===== config.mk =====
export PLATFORM = sky130hd
export DESIGN_NAME = vec_result_drain
export DESIGN_NICKNAME = d
export VERILOG_FILES = /design/src/rtl/vec_result_drain.sv
export SDC_FILE = /design/constraint.sdc
export NUM_CORES = 1
export LEC_CHECK = 0
export CAP_MARGIN = 10
export CORE_UTILIZATION = 54
export CTS_BUF_LIST = sky130_fd_sc_hd__clkbuf_16
export DETAILED_ROUTE_END_ITERATION = 10
export HOLD_SLACK_MARGIN = 0.1
export PLACE_DENSITY = 0.79
export SYNTH_ARGS = -nofsm -noshare
export SYNTH_HDL_FRONTEND = slang
export SYNTH_SLANG_ARGS = --single-unit

===== constraint.sdc =====
create_clock -name clk -period 35.4 [get_ports clk]
set_clock_uncertainty 0.05 [all_clocks]
set_input_delay 7.08 -clock clk [delete_from_list [all_inputs] [get_ports clk]]
set_output_delay 7.08 -clock clk [all_outputs]
set_load 0.01 [all_outputs]

===== src/rtl/vec_result_drain.sv =====
// Double-buffered drain of a 16-lane vector ALU result into a one-lane-per-beat
// valid/ready stream; captures arriving while both buffers are full are counted and dropped.
`timescale 1ns/1ps
module vec_result_drain #(
  parameter int W      = 32,
  parameter int NLANES = 16
) (
  input  logic                  clk,
  input  logic                  rst,
  input  logic                  vec_alu_op,
  input  logic [NLANES*W-1:0]   res_in,
  input  logic [29:0]           instr_tag,
  output logic                  out_valid,
  input  logic                  out_ready,
  output logic [W-1:0]          out_data,
  output logic [3:0]            out_idx,
  output logic                  out_last,
  output logic [29:0]           out_tag,
  output logic                  busy,
  output logic [7:0]            drop_cnt
);

  localparam int CW = $clog2(NLANES);
  localparam logic [CW-1:0] LAST_LANE = CW'(NLANES - 1);

  typedef enum logic {S_IDLE, S_STREAM} state_e;

  state_e               state_q, state_d;
  logic [CW-1:0]        cnt_q, cnt_d;
  logic                 pend_full_q, pend_full_d;
  logic [7:0]           drop_q, drop_d;
  logic [NLANES*W-1:0]  act_data_q, pend_data_q;
  logic [29:0]          act_tag_q, pend_tag_q;

  logic act_load, act_from_pend, pend_load;
  logic handshake, at_last;

  assign handshake = (state_q == S_STREAM) && out_ready;
  assign at_last   = (cnt_q == LAST_LANE);

  // NOTE: sequential state uses non-blocking assignments so every flop samples
  // pre-edge values regardless of process ordering.
  always_ff @(posedge clk or negedge rst) begin
    if (!rst) begin
      state_q     <= S_IDLE;
      cnt_q       <= '0;
      pend_full_q <= 1'b0;
      drop_q      <= '0;
    end else begin
      state_q     <= state_d;
      cnt_q       <= cnt_d;
      pend_full_q <= pend_full_d;
      drop_q      <= drop_d;
    end
  end

  // NOTE: payload buffers carry no reset; their contents are only visible
  // through outputs gated by the reset-cleared state and full flags.
  always_ff @(posedge clk) begin
    if (act_load) begin
      act_data_q <= act_from_pend ? pend_data_q : res_in;
      act_tag_q  <= act_from_pend ? pend_tag_q  : instr_tag;
    end
    if (pend_load) begin
      pend_data_q <= res_in;
      pend_tag_q  <= instr_tag;
    end
  end

  // NOTE: every signal gets a default first so no path can infer a latch.
  always_comb begin
    state_d       = state_q;
    cnt_d         = cnt_q;
    pend_full_d   = pend_full_q;
    drop_d        = drop_q;
    act_load      = 1'b0;
    act_from_pend = 1'b0;
    pend_load     = 1'b0;
    unique case (state_q)
      S_IDLE: begin
        if (vec_alu_op) begin
          act_load = 1'b1;
          cnt_d    = '0;
          state_d  = S_STREAM;
        end
      end
      S_STREAM: begin
        if (handshake && at_last) begin
          cnt_d = '0;
          // Active buffer frees this edge: refill from pending or straight from the capture.
          if (pend_full_q) begin
            act_load      = 1'b1;
            act_from_pend = 1'b1;
            if (vec_alu_op) pend_load   = 1'b1;
            else            pend_full_d = 1'b0;
          end else if (vec_alu_op) begin
            act_load = 1'b1;
          end else begin
            state_d = S_IDLE;
          end
        end else begin
          if (handshake) cnt_d = cnt_q + CW'(1);
          if (vec_alu_op) begin
            if (!pend_full_q) begin
              pend_load   = 1'b1;
              pend_full_d = 1'b1;
            end else if (drop_q != 8'hFF) begin
              drop_d = drop_q + 8'd1;
            end
          end
        end
      end
      default: state_d = S_IDLE;
    endcase
  end

  always_comb begin
    out_valid = (state_q == S_STREAM);
    busy      = out_valid || pend_full_q;
    drop_cnt  = drop_q;
    out_data  = '0;
    out_idx   = '0;
    out_last  = 1'b0;
    out_tag   = '0;
    if (out_valid) begin
      out_data = act_data_q[cnt_q*W +: W];
      out_idx  = 4'(cnt_q);
      out_last = at_last;
      out_tag  = act_tag_q;
    end
  end

endmodule


==> run_results.csv <==
group,metric,value,unit
outcome,outcome,"complete, no violations",
clock_network,cts_tree,"done",
clock_network,insertion_delay,0.67,ns
job,drv_cap,0,
clock_network,cts_sinks,1098,
setup_path,endpoint_kind,"flop",
yosys,synthCells,2215,
yosys,synth_area_leader_cell,"edfxtp_1",
yosys,synth_area,45150,um^2
placed_design,postPlaceCellArea,52310,um^2
floorplanning,die_w,291.2,um
grt,grt_overflow,0,
yosys,synth_commonest_cells,"1084 x edfxtp_1, 275 x mux2_2, 269 x mux2_4",
setup_path,critPathLaunchType,"primary input",
detailed_routing,avgRoutedWirePerCell,26.40,um
floorplanning,core_area,82370,um^2
floorplanning,dieArea,84770,um^2
setup_path,crit_arrival,12.93,ns
clock_network,ctsLongestPathBuffers,3,
yosys,syn_nets,2763,
power,p_switching,888.4,uW
grt,grt_max_degree,179,
setup_path,startpoint,"out_ready",
yosys,yosysMostFrequentCell,"edfxtp_1",
power,seq_power_share,0.455,
setup_path,crit_slowest_cell,"buf_4",
cells_and_area,nets,3405,
clock_network,post_cts_resized,0,
detailed_routing,vias,23260,
yosys,synth_top_area_frac,0.7210,
timing,final_hold_viol_count,0,
min_path,hold_class,"flop to flop",
grt,grt_pass1_vias,24770,
setup_path,crit_type,"primary input to flop",
cells_and_area,multi_input_area,11560,um^2
timing,fin_crit_sh,0.3591,
setup_path,rr_worst_depth,9,
power,peakVddDrop,0.00005066,V
clock_network,post_cts_buffers,0,
clock_network,numCtsBuffers,109,
floorplanning,die_h,291.2,um
floorplanning,start_util,0.5481,
detailed_routing,ant_nets,0,
grt,grt_pass1_wl,157.7,mm
clock_network,root_buffer,"clkbuf_16",
setup_path,cp_max_fo,77,
cells_and_area,regArea,32910,um^2
cells_and_area,drive_gt1_frac,0.2753,
timing,fmax,0.07868,GHz
power,p_per_area,59.90,nW/um^2
clock_network,hold_buffers,0,
setup_path,r2r_start,"cnt_q[1]",
power,p_leak,0.01980,uW
timing,fin_crit,12.71,ns
cells_and_area,nFillCells,5227,
power,power.share.clock,0.345,
floorplanning,pin_count,623,
yosys,yosysWarnings,0,
grt,antenna_found_initial,56,
setup_path,required,35.62,ns
power,combPwrFrac,0.200,
timing,slew_headroom,0.2063,
setup_path,worst-r2r-setup-slack,28.02,ns
placed_design,dp_hpwl,70.49,mm
yosys,synth_edf_count,1084,
yosys,synth_area_leaders,"edfxtp_1 72%, mux2_4 8.9%, mux2_2 6.9%, mux4_2 3.2%, mux2i_1 2.9%",
yosys,synth-main-ff-cell,"edfxtp_1",
cells_and_area,final_area,56030,um^2
detailed_routing,drc_errors,0,
yosys,ys_seq_area_frac,0.7287,
timing,setup_tns,0,ns
power,switching_share,0.2647,
cells_and_area,area_delta_synth_final,24.09,%
floorplanning,num_rows,105,
yosys,syn_area_per_cell,20.38,um^2
setup_path,rr_endpoint,"pend_data_q[108]",
detailed_routing,viasPerCell,5.738,
yosys,synth_cell_types,34,
timing,setup_violations,0,
grt,track_usage,0.2507,
detailed_routing,drtIter0Drc,1669,
clock_network,cts.htree.levels,3,
setup_path,crit_path_end,"pend_data_q[108]",
timing,tightest_slew,1.191,ns
yosys,synth-seq-cells,1098,
setup_path,cp_common_cell,"buf_4",
detailed_routing,routed_wl,107.0,mm
placed_design,gp_congestion,0.8540,
detailed_routing,dr.pass1.iters,5,
clock_network,clkTransAtPathRegs,0.06,ns
setup_path,max_stage_delay,0.94,ns
timing,rsz0062_at_grt,"false",
yosys,async_flop_share,0.01275,
setup_path,crit_chain,"clkdlybuf4s50_1, and2_1, and3_1, nand2_4, a21oi_4, buf_4, buf_4, buf_4, buf_4",
placed_design,portBuffers,622,
power,power,3356,uW
timing,finalMaxSlewViolations,0,
power,internal_power,2467,uW
==> stage by stage <==
step	setup slack (ns)	utilization	hold WS (ns)	instances
after floorplan	0.1873	-	0.4697	2215
after global placement	22.34	0.6351	0.4342	3815
after detailed placement	22.06	0.6351	0.4452	3815
after CTS	22.77	0.6789	0.4628	4019
after global routing	22.40	0.6800	0.4844	4050
final	22.69	0.6801	0.4725	4053
==> worst min path at each step <==
stage | startpoint | endpoint | slack, ns | cells past startpoint
after floorplan | drop_cnt[6] | drop_cnt[6] | 0.47 | 1
after global placement | drop_cnt[6] | drop_cnt[6] | 0.43 | 1
after detailed placement | drop_cnt[6] | drop_cnt[6] | 0.45 | 1
after CTS | drop_cnt[6] | drop_cnt[6] | 0.46 | 1
after global routing | drop_cnt[6] | drop_cnt[6] | 0.48 | 1
final | drop_cnt[6] | drop_cnt[6] | 0.47 | 1
==> power by group through the flow <==
stage | Clock [uW] | Sequential [uW] | Combinational (uW)
after global routing | 1230 | 1530 | 707
after global placement | 0 | 1550 | 657
after CTS | 1180 | 1530 | 674
after detailed placement | 0 | 1560 | 669
final | 1160 | 1530 | 671
after floorplan | 0 | 1570 | 362
==> flip-flops by register name (all words and copies together) (netlist names) <==
| register | cells |
|---|---|
| drop_cnt | 8 |
| out_valid | 1 |
| pend_tag_q | 30 |
| pend_data_q | 512 |
| act_tag_q | 30 |
| cnt_q | 4 |
| act_data_q | 512 |
| pend_full_q | 1 |
==> kinds of logic after synthesis <==
| group | count (synthesis) | share of synthesized area |
|---|---|---|
| DFF | 1098 | 0.7287 |
| muxes | 737 | 0.2186 |
| and+or+nand+nor | 137 | 0.01607 |
| buffers and inverters | 123 | 0.01693 |
| AOI/OAI and AO/OA | 111 | 0.01776 |
| xor gates and xnor gates | 7 | 0.001358 |
| adders and majority gates | 2 | 0.0005542 |
==> cell usage in the layout, fill, tap and decap left out, types with 3 or more instances in the layout <==
cell type	Yosys	layout
bufinv_16	0	13
nand3_1	36	36
and2_1	37	36
a22oi_1	96	96
mux4_2	64	64
clkinvlp_4	0	9
clkdlybuf4s50_1	0	622
o21ai_0	8	8
mux2_2	275	275
inv_1	3	17
xnor2_1	7	7
nand2_1	38	37
nand2b_1	3	3
dfrtp_1	14	12
clkinv_2	0	21
diode_2	0	33
buf_12	0	6
and4_1	3	3
mux2i_1	129	129
nor2b_4	0	3
nand4_1	3	3
mux2_4	269	269
clkinv_1	0	29
buf_4	1	23
and3_1	4	3
clkbuf_16	0	110
edfxtp_1	1084	1084
==> per-layer routing <==
layer | global-route usage | up-vias | share of wire
li1 | - | 10260 | -
met1 | 0.3220 | 11890 | 0.40
met2 | 0.4102 | 828 | 0.49
met3 | 0.06353 | 242 | 0.073
met4 | 0.09898 | 42 | 0.034
met5 | 0 | - | 0.0023
==> worst max-delay path, delay by kind of cell <==
kind / cells / cell delay, ns
compound gates: 1 / 0.88
buf+inv: 5 / 4.01
simple gates: 3 / 0.78
==> cell type report <==
type                    instances  area share
diodes                         33    0.001474
clock inverters                94     0.01528
clock buffers                 110     0.04913
inverters                       3   0.0002010
flip-flops and latches       1098      0.5874
repair buffers                651      0.1164
multi-input cells             994      0.2063
well taps                    1070     0.02390
Power figures use the tool's default switching activity.
